`src/rtl/rtc_prog_pkg.sv`:
```
// Shared definitions for the RTC programming console: field codes, FSM
// state encodings and cursor-step helpers used by the selector and field counters.
package rtc_prog_pkg;

   typedef enum logic [3:0] {
      FLD_NONE   = 4'd0,
      FLD_SEC    = 4'd1,
      FLD_MIN    = 4'd2,
      FLD_HOUR   = 4'd3,
      FLD_DAY    = 4'd4,
      FLD_MONTH  = 4'd5,
      FLD_YEAR   = 4'd6,
      FLD_TMR_SS = 4'd7,
      FLD_TMR_MM = 4'd8,
      FLD_TMR_HH = 4'd9
   } field_e;

   typedef enum logic {
      M_RUN  = 1'b0,
      M_EDIT = 1'b1
   } mode_e;

   typedef enum logic [1:0] {
      R_IDLE   = 2'd0,
      R_HOLD   = 2'd1,
      R_REPEAT = 2'd2,
      R_LOCK   = 2'd3
   } rep_e;

   // Cursor wraps within 1..fmax; code 0 is only used outside edit mode.
   function automatic logic [3:0] fld_next(input logic [3:0] cur, input logic [3:0] fmax);
      return (cur == fmax) ? 4'd1 : cur + 4'd1;
   endfunction

   function automatic logic [3:0] fld_prev(input logic [3:0] cur, input logic [3:0] fmax);
      return (cur == 4'd1) ? fmax : cur - 4'd1;
   endfunction

endpackage

```
`src/rtl/prog_field_selector_if.sv`:
```
// Console-side bundle of the field selector: button levels and mode in,
// selected field code, step pulses and FSM debug state out.
import rtc_prog_pkg::*;

interface prog_field_selector_if;
   // Handshake: no valid/ready; inputs are levels sampled every clk edge,
   // enUP/enDOWN are single-cycle strobes qualified by the en_count of the same cycle.
   logic       prog_mode;
   logic       btn_up;
   logic       btn_down;
   logic       btn_left;
   logic       btn_right;
   logic [3:0] en_count;
   logic       enUP;
   logic       enDOWN;
   mode_e      mode_dbg;
   rep_e       rep_dbg;

   modport master (
      output prog_mode, btn_up, btn_down, btn_left, btn_right,
      input  en_count, enUP, enDOWN, mode_dbg, rep_dbg
   );

   modport slave (
      input  prog_mode, btn_up, btn_down, btn_left, btn_right,
      output en_count, enUP, enDOWN, mode_dbg, rep_dbg
   );

endinterface

```
`src/rtl/autorepeat_gen.sv`:
```
// Step/auto-repeat FSM: first press gives one pulse, a long hold gives a
// periodic train; pressing both buttons locks out stepping until both are released.
import rtc_prog_pkg::*;

module autorepeat_gen #(
   parameter int HOLD_CYCLES   = 50_000_000,
   parameter int REPEAT_CYCLES = 10_000_000,
   parameter int CNT_W         = 26
) (
   input  logic clk,
   input  logic reset,
   input  logic up,
   input  logic down,
   input  logic up_rise,
   input  logic dn_rise,
   input  logic clear,
   output logic up_pulse,
   output logic dn_pulse,
   output rep_e state_dbg
);

   localparam logic [CNT_W-1:0] HOLD_LAST   = CNT_W'(HOLD_CYCLES - 1);
   localparam logic [CNT_W-1:0] REPEAT_LAST = CNT_W'(REPEAT_CYCLES - 1);

   rep_e             state;
   logic             dir_up;
   logic [CNT_W-1:0] timer;
   logic             active;

   assign active    = dir_up ? up : down;
   assign state_dbg = state;

   always_ff @(posedge clk or posedge reset) begin
      if (reset) begin
         state    <= R_IDLE;
         dir_up   <= 1'b0;
         timer    <= '0;
         up_pulse <= 1'b0;
         dn_pulse <= 1'b0;
      end else begin
         up_pulse <= 1'b0;
         dn_pulse <= 1'b0;
         if (clear) begin
            state <= R_IDLE;
            timer <= '0;
         end else if (up && down) begin
            state <= R_LOCK;
            timer <= '0;
         end else begin
            case (state)
               R_IDLE: begin
                  if (up_rise) begin
                     up_pulse <= 1'b1;
                     dir_up   <= 1'b1;
                     timer    <= '0;
                     state    <= R_HOLD;
                  end else if (dn_rise) begin
                     dn_pulse <= 1'b1;
                     dir_up   <= 1'b0;
                     timer    <= '0;
                     state    <= R_HOLD;
                  end
               end
               R_HOLD, R_REPEAT: begin
                  if (!active) begin
                     state <= R_IDLE;
                     timer <= '0;
                  end else if (timer == ((state == R_HOLD) ? HOLD_LAST : REPEAT_LAST)) begin
                     up_pulse <= dir_up;
                     dn_pulse <= !dir_up;
                     timer    <= '0;
                     state    <= R_REPEAT;
                  end else if (timer != '1) begin
                     timer <= timer + 1'b1;
                  end
               end
               R_LOCK: begin
                  // Only a full release re-arms stepping, so a leftover held button cannot restart.
                  if (!up && !down) state <= R_IDLE;
               end
               default: state <= R_IDLE;
            endcase
         end
      end
   end

endmodule

```
`src/rtl/prog_field_selector.sv`:
```
// Programming front-end: edge-detects buttons, runs the RUN/EDIT mode FSM and
// field cursor, and forwards step pulses from the auto-repeat generator.
import rtc_prog_pkg::*;

module prog_field_selector #(
   parameter int FIELD_MAX     = 9,
   parameter int HOLD_CYCLES   = 50_000_000,
   parameter int REPEAT_CYCLES = 10_000_000,
   parameter int CNT_W         = 26
) (
   input logic                  clk,
   input logic                  reset,
   prog_field_selector_if.slave bus
);

   localparam logic [3:0] FMAX = 4'(FIELD_MAX);

   logic       up_q, dn_q, lf_q, rt_q;
   logic       up_rise, dn_rise, lf_rise, rt_rise;
   logic       edit_now, move, clear;
   logic       up_pulse, dn_pulse;
   mode_e      mode;
   logic [3:0] en_count;
   rep_e       rep_state;

   always_ff @(posedge clk or posedge reset) begin
      if (reset) begin
         {up_q, dn_q, lf_q, rt_q} <= 4'b0000;
      end else begin
         {up_q, dn_q, lf_q, rt_q} <= {bus.btn_up, bus.btn_down, bus.btn_left, bus.btn_right};
      end
   end

   assign up_rise  = bus.btn_up    && !up_q;
   assign dn_rise  = bus.btn_down  && !dn_q;
   assign lf_rise  = bus.btn_left  && !lf_q;
   assign rt_rise  = bus.btn_right && !rt_q;

   // Simultaneous left+right rises cancel out and are not a cursor move.
   assign edit_now = (mode == M_EDIT) && bus.prog_mode;
   assign move     = edit_now && (lf_rise != rt_rise);
   assign clear    = !edit_now || move;

   always_ff @(posedge clk or posedge reset) begin
      if (reset) begin
         mode     <= M_RUN;
         en_count <= FLD_NONE;
      end else begin
         case (mode)
            M_RUN: begin
               if (bus.prog_mode) begin
                  mode     <= M_EDIT;
                  en_count <= FLD_SEC;
               end else begin
                  en_count <= FLD_NONE;
               end
            end
            M_EDIT: begin
               if (!bus.prog_mode) begin
                  mode     <= M_RUN;
                  en_count <= FLD_NONE;
               end else if (move) begin
                  en_count <= rt_rise ? fld_next(en_count, FMAX) : fld_prev(en_count, FMAX);
               end
            end
            default: begin
               mode     <= M_RUN;
               en_count <= FLD_NONE;
            end
         endcase
      end
   end

   autorepeat_gen #(
      .HOLD_CYCLES  (HOLD_CYCLES),
      .REPEAT_CYCLES(REPEAT_CYCLES),
      .CNT_W        (CNT_W)
   ) u_autorepeat (
      .clk      (clk),
      .reset    (reset),
      .up       (bus.btn_up),
      .down     (bus.btn_down),
      .up_rise  (up_rise),
      .dn_rise  (dn_rise),
      .clear    (clear),
      .up_pulse (up_pulse),
      .dn_pulse (dn_pulse),
      .state_dbg(rep_state)
   );

   assign bus.en_count = en_count;
   assign bus.enUP     = up_pulse;
   assign bus.enDOWN   = dn_pulse;
   assign bus.mode_dbg = mode;
   assign bus.rep_dbg  = rep_state;

endmodule
```
`src/flat_wrapper.sv`:
```
// flat-port wrapper written by rule: the top's interface ports become plain ports
module prog_field_selector_flat 
#(
   parameter int FIELD_MAX     = 9,
   parameter int HOLD_CYCLES   = 50_000_000,
   parameter int REPEAT_CYCLES = 10_000_000,
   parameter int CNT_W         = 26
)
  (clk, reset, bus_prog_mode, bus_btn_up, bus_btn_down, bus_btn_left, bus_btn_right, bus_en_count, bus_enUP, bus_enDOWN, bus_mode_dbg, bus_rep_dbg);
  prog_field_selector_if bus_i ();
  input logic clk;
  input logic reset;
  input wire logic [$bits(bus_i.prog_mode)-1:0] bus_prog_mode;
  input wire logic [$bits(bus_i.btn_up)-1:0] bus_btn_up;
  input wire logic [$bits(bus_i.btn_down)-1:0] bus_btn_down;
  input wire logic [$bits(bus_i.btn_left)-1:0] bus_btn_left;
  input wire logic [$bits(bus_i.btn_right)-1:0] bus_btn_right;
  output wire logic [$bits(bus_i.en_count)-1:0] bus_en_count;
  output wire logic [$bits(bus_i.enUP)-1:0] bus_enUP;
  output wire logic [$bits(bus_i.enDOWN)-1:0] bus_enDOWN;
  output wire logic [$bits(bus_i.mode_dbg)-1:0] bus_mode_dbg;
  output wire logic [$bits(bus_i.rep_dbg)-1:0] bus_rep_dbg;
  assign bus_i.prog_mode = bus_prog_mode;
  assign bus_i.btn_up = bus_btn_up;
  assign bus_i.btn_down = bus_btn_down;
  assign bus_i.btn_left = bus_btn_left;
  assign bus_i.btn_right = bus_btn_right;
  assign bus_en_count = bus_i.en_count;
  assign bus_enUP = bus_i.enUP;
  assign bus_enDOWN = bus_i.enDOWN;
  assign bus_mode_dbg = bus_i.mode_dbg;
  assign bus_rep_dbg = bus_i.rep_dbg;
  prog_field_selector #(.FIELD_MAX(FIELD_MAX), .HOLD_CYCLES(HOLD_CYCLES), .REPEAT_CYCLES(REPEAT_CYCLES), .CNT_W(CNT_W)) u_core (.clk(clk), .reset(reset), .bus(bus_i));
endmodule
```
`config.mk`:
```
export PLATFORM = sky130hd
export DESIGN_NAME = prog_field_selector_flat
export DESIGN_NICKNAME = d
export VERILOG_FILES = /design/src/rtl/rtc_prog_pkg.sv /design/src/rtl/prog_field_selector_if.sv /design/src/rtl/autorepeat_gen.sv /design/src/rtl/prog_field_selector.sv /design/src/flat_wrapper.sv
export SDC_FILE = /design/constraint.sdc
export NUM_CORES = 1
export LEC_CHECK = 0
export BUFFER_PORTS_ARGS = -buffer_cell sky130_fd_sc_hd__buf_2
export CAP_MARGIN = 5
export CELL_PAD_IN_SITES_DETAIL_PLACEMENT = 0
export CELL_PAD_IN_SITES_GLOBAL_PLACEMENT = 1
export CORE_MARGIN = 8
export CORE_UTILIZATION = 45
export CTS_CLUSTER_DIAMETER = 200
export DETAILED_ROUTE_END_ITERATION = 12
export PLACE_DENSITY = 0.73
export RECOVER_POWER = 100
export SLEW_MARGIN = 0
export SYNTH_ARGS = -nofsm -noshare
export SYNTH_HDL_FRONTEND = slang
export SYNTH_SLANG_ARGS = --single-unit
```
`constraint.sdc`:
```
create_clock -name clk -period 3.55 [get_ports clk]
set_clock_uncertainty 0.1 [all_clocks]
set_input_delay 0.355 -clock clk [delete_from_list [all_inputs] [get_ports clk]]
set_output_delay 0.355 -clock clk [all_outputs]
set_load 0.01 [all_outputs]
```
== Yosys cells after proc, flatten, opt, wreduce, memory -nomap -nowiden ==
Cells that the tools add are included.

* Output and inout port bits: 9
* Bits of input ports: 7
* Word-level logic and storage cells: 95
* Register bits after elaboration: 40

* Reductions and logical operators: 24
* Bitwise logic cells: 3
* Muxes and demuxes: 41
* Add/sub/neg operators: 3
* Equality and inequality tests: 13

{| class="wikitable"
|+ Operators with widths
! cell !! count
|-
| $mux W26 || 8
|-
| $pmux W26 S2 || 1
|-
| $add A26 B1 Y26 const B || 1
|-
| $eq A26 B26 Y1 || 1
|-
| $ne A26 B26 Y1 const B || 1
|-
| $mux W4 || 5
|-
| $mux W1 || 16
|-
| $mux W2 || 7
|-
| $logic_and A1 B1 Y1 || 8
|-
| $logic_not A1 Y1 || 8
|-
| $pmux W4 S2 || 1
|-
| $ne A6 B5 Y1 const B || 1
|-
| $pmux W2 S3 || 1
|-
| $reduce_and A3 Y1 || 2
|-
| $ne A5 B3 Y1 const B || 1
|-
| $ne A5 B4 Y1 const B || 1
|-
| $add A4 B1 Y4 const B || 1
|-
| $eq A2 B2 Y1 const B || 2
|-
| $eq A4 B1 Y1 const B || 1
|-
| $eq A4 B4 Y1 const B || 1
|-
| $ne A4 B3 Y1 const B || 1
|-
| $pmux W1 S2 || 2
|-
| $reduce_and A4 Y1 || 1
|-
| $reduce_bool A4 Y1 || 1
|-
| 9 further kinds || 11
|}

== Longest topological paths before layout ==
* Depth after elaboration: 8
* Depth in mapped cells: 10
* Gate-level depth less buffers: 8

== By module ==
From an unflattened synthesis, not the netlist that was laid out.

* Cell total of the unflattened synthesis: 290
* Area, all modules: 2633.8 um2

{| class="wikitable"
|+ By module, submodules not included
! module !! seq. area each (um2) !! area an instance (um2) !! cells each !! instances
|-
| autorepeat_gen || 775.7 || 2067.0 || 236 || 1
|-
| prog_field_selector || 225.2 || 566.8 || 54 || 1
|}

== Worst setup path after synthesis ==
No wires, ideal clock.

* Path kind: flip-flop to flip-flop
* Start: register u_core.u_autorepeat.state[1], in the netlist u_core.u_autorepeat.state_dbg[1]
* End: register u_core.u_autorepeat.timer[14]
* Data required time: 3.329 ns
* Period minus slack after synthesis: 2.266 ns
* Arrival: 2.046 ns
* Buffers on the path: 2
* Setup slack: 1.284 ns
* Stages on the path, launching flop included: 11
* Library setup time: 0.121 ns
* Path through: dfrtp_1 -> inv_1 -> ha_1 -> or4_1 -> o22ai_1 -> o2111a_2 -> or2_4 -> buf_6 -> nor2_4 -> buf_6 -> a22o_1

* Word-level cells in the longest chain between the ends: 8
* Elaborated cells on any way between the ends: 15

{| class="wikitable"
|+ Ends and longest elaborated chain
! element !! RTL line !! source
|-
| start, declared || autorepeat_gen.sv:25 || <nowiki>rep_e state;</nowiki>
|-
| start signal, assigned || autorepeat_gen.sv:35 || <nowiki>state <= R_IDLE;</nowiki>
|-
| start signal, assigned || autorepeat_gen.sv:44 || <nowiki>state <= R_IDLE;</nowiki>
|-
| start signal, assigned || autorepeat_gen.sv:47 || <nowiki>state <= R_LOCK;</nowiki>
|-
| $eq A2 B1 Y1 || autorepeat_gen.sv:50, autorepeat_gen.sv:68 ||
|-
| $mux W26 || autorepeat_gen.sv:68 || <nowiki>end else if (timer == ((state == R_HOLD) ? HOLD_LAST : REPEAT_LAST)) begin</nowiki>
|-
| $eq A26 B26 Y1 || autorepeat_gen.sv:68 ||
|-
| $mux W26 || autorepeat_gen.sv:68 ||
|-
| $mux W26 || autorepeat_gen.sv:65 || <nowiki>if (!active) begin</nowiki>
|-
| $pmux W26 S2 || autorepeat_gen.sv:50 || <nowiki>case (state)</nowiki>
|-
| $mux W26 || autorepeat_gen.sv:46 || <nowiki>end else if (up && down) begin</nowiki>
|-
| $mux W26 || autorepeat_gen.sv:43 || <nowiki>if (clear) begin</nowiki>
|-
| end signal, assigned || autorepeat_gen.sv:74 || <nowiki>timer <= timer + 1'b1;</nowiki>
|-
| end, declared || autorepeat_gen.sv:27 || <nowiki>logic [CNT_W-1:0] timer;</nowiki>
|}

Parallel ways exist; a longest one is shown, timed or not.
A chain may end at the register's enable or synchronous reset.

== Worst setup path in the final report ==
* Start: register u_core.u_autorepeat.timer[0]
* End: register u_core.u_autorepeat.timer[12]

* Word-level cells in the longest chain between the ends: 7
* Elaborated cells on any way between the ends: 11

{| class="wikitable"
|+ Ends and longest elaborated chain
! element !! RTL line !! source
|-
| $add A26 B1 Y26 || autorepeat_gen.sv:74 ||
|-
| $mux W26 || autorepeat_gen.sv:73 || <nowiki>end else if (timer != '1) begin</nowiki>
|-
| $mux W26 || autorepeat_gen.sv:68 ||
|-
| $mux W26 || autorepeat_gen.sv:65 ||
|-
| $pmux W26 S2 || autorepeat_gen.sv:50 ||
|-
| $mux W26 || autorepeat_gen.sv:46 ||
|-
| $mux W26 || autorepeat_gen.sv:43 ||
|}

Parallel ways exist; a longest one is shown, timed or not. The select of a mux whose other input is x is not followed.

==> run metrics <==
Clock transition at path regs=0.07 ns; total setup buffers inserted after CTS=0; Initial DRC Count=between 80 and 90; WP data arrival=3.00 ns; max_slew headroom=0.227; PortBufs=15; Post-DP HPWL=4280 um; Routed WL=about 5900 um; CTS tree=built; Worst Setup SP=u_core.u_autorepeat.timer[0]$_DFFE_PP0P_; Synth Area in XOR/XNOR=0.0209; post-route cell area=~2700 um2; fraction of the mapped netlist area in adder cells=0.0389; post-layout net count=a little over 300; Clk Latency, worst-skew pair=about 0.29 ns; CP Capture Type=flip-flop; Setup Viol. Count Final=0; die width=roughly 92 um; Max IR drop VDD=0.161 mV; Final period util=0.824; Seq/Total Area, Yosys=0.389; die area=between 8000 and 9000 um2; FF+latch count, synth=40; largest family of logic cells by synthesized area=simple AND/OR/NAND/NOR gates; die height=91.6 um; CTS Buf Count=5; yosys warns=0; Least-Margin Pin Slew=roughly 1.2 ns; Synth Area per Inst=9.32 um2; status=complete, no violations; ANT nets after route=0; Tmin final=2.92 ns; leading cell types in the layout, fill and taps excluded=dfrtp_1, nand2_1, nor2_1; number of global-route vias before repair=approximately 2100; commonest non-fill, non-tap cell in the layout=dfrtp_1; max cap viols=0; Leak=between 1 and 1.5 nW; Ant. Diodes=0; initial antenna violation count=0; CTS Root Cell=clkbuf_8; Critical Path RT=3.63 ns; Max FO, Critical Path=24; final sum of negative setup slack=0 ns; number of enable flip-flop cells after synthesis=0; I/O pin count=16; RSZ-0062 raised after global routing=no; num rows=27; Worst Setup Start Kind=flip-flop; post-synthesis simple-gate area fraction=0.286; First-pass DRT Iterations=4; largest net degree at the start of global routing=25; Unique masters post-synth=61; gr ovfl total=0; synthesized instance count=about 280; layout cells sized above 1=0.0884; Min-Delay Path Class=input pin to flip-flop; GRT Util Overall=0.150; Async SR Flop Fraction=1.00; ys flop type=dfrtp_1; Hold Vio Cnt, Final=0; clk buf depth=2; H-tree depth=2; first-pass GRT wire length=10500 um; DRC violations left=0; RR Startpoint=u_core.u_autorepeat.timer[0]$_DFFE_PP0P_; kind of critical path=flip-flop to flip-flop; fmax=342 MHz; Compound-Gate Fraction of Synth Area=0.206; min-delay src=bus_btn_left; vias=roughly 2100; Pwr per Cell Area=317 nW/um2; Initial Util=0.467; Post-Syn Nets=291; Vias/cell=approximately 5.8; WL/cell=about 16 um; fin. max-slew vios=0; synthesized cell area=approximately 2600 um2; # clock sinks=40; mux contribution to synthesized area=0.0122; Area growth, synth to finish=6.18%; Final GP Congestion=0.782; cts hold-fix bufs=0; Core Footprint=approximately 5500 um2; Post-Place Cell Area=about 2700 um2; PostCTS Resize Cnt=0
[worst paths after layout]
| check | endpoint | slack (ns) | cells after the start |
|---|---|---|---|
| max | u_core.u_autorepeat.timer[12]$_DFFE_PP0P_ | 0.63 | 8 |
| min | u_core.lf_q$_DFF_PP0_ | 0.08 | 1 |
| max reg2reg | u_core.u_autorepeat.timer[12]$_DFFE_PP0P_ | 0.63 | 8 |
| min reg2reg | u_core.bus.en_count[0]$_DFFE_PP0P_ | 0.39 | 1 |
| max in group asynchronous | u_core.rt_q$_DFF_PP0_ | 1.72 | 3 |
| min in group asynchronous | u_core.u_autorepeat.timer[22]$_DFFE_PP0P_ | 0.10 | 2 |
[worst max-delay path: stages, from the launching register on]
cell     delay (ns)
dfrtp_1        0.42
ha_1           0.25
nand3_2        0.17
nor4_1         0.34
nand4_1        0.17
a21oi_2        0.86
buf_4          0.31
o21ai_0        0.11
o41ai_1        0.07
[where the power goes]
group          internal [W]  switching, W  leakage (nW)
logic             0.0000402     0.0000618         0.567
clock network      0.000134      0.000153        0.0410
registers          0.000466     0.0000114         0.542
[synth_stat cells, drive strengths merged (5+ instances only)]
library cell / instances / share of area
a21o: 7 / 0.020
a21oi: 10 / 0.024
a22o: 11 / 0.038
buf: 7 / 0.025
dfrtp: 40 / 0.39
ha: 8 / 0.039
inv: 11 / 0.016
nand2: 29 / 0.042
nand2b: 5 / 0.012
nand3: 16 / 0.035
nand4: 8 / 0.025
nor2: 26 / 0.042
nor3: 9 / 0.018
nor4: 9 / 0.033
o21ai: 17 / 0.033
[cell type report]
class / instances / area (um2)
clock buffers: 6 / 72.6
flip-flops and latches: 40 / 1000
inverters: 11 / 41.3
well taps: 72 / 90.1
clock inverters: 1 / 5.00
fillers: 552 / 2780
multi-input cells: 217 / 1440
repair buffers: 19 / 81.3
[registers in the layout, summed over array words and instances (netlist names)]
name and cells:
u_core.bus.en_count 4, u_core.bus.mode_dbg 1, u_core.dn_q 1, u_core.lf_q 1, u_core.rt_q 1, u_core.u_autorepeat.dir_up 1
u_core.u_autorepeat.dn_pulse 1, u_core.u_autorepeat.state_dbg 2, u_core.u_autorepeat.timer 26, u_core.u_autorepeat.up_pulse 1, u_core.up_q 1
[metrics by stage]
| stage | setup slack, ns | total power (W) | hold WS, ns | std cells | utilization |
|---|---|---|---|---|---|
| 3_5_place_dp | 0.941 | 0.000593 | 0.365 | 359 | 0.488 |
| 2_1_floorplan | 1.28 | 0.000564 | 0.286 | 276 | - |
| 4_1_cts | 0.910 | 0.000884 | 0.0712 | 366 | 0.502 |
| 5_1_grt | 0.371 | 0.000908 | 0.0685 | 366 | 0.496 |
| 6_report | 0.626 | 0.000866 | 0.0825 | 366 | 0.496 |
| 3_3_place_gp | 0.999 | 0.000592 | 0.376 | 359 | 0.488 |
[cells by family after synthesis]
group                    count (synthesis)
flip-flops                              40
adder cells (fa/ha/maj)                  8
AND/OR/NAND/NOR                        128
XOR/XNOR                                 4
buffers and inverters                   19
AO/OA/AOI/OAI                           74
multiplexers                             3
[routing by layer]
layer	up-vias	wire (um)	global-route usage
met1	1031	2990	0.201
met4	0	72	0.0477
met2	24	2660	0.236
met5	-	0	0
met3	7	166	0.0302
li1	1072	-	-
(Power assumes the default switching activity.)
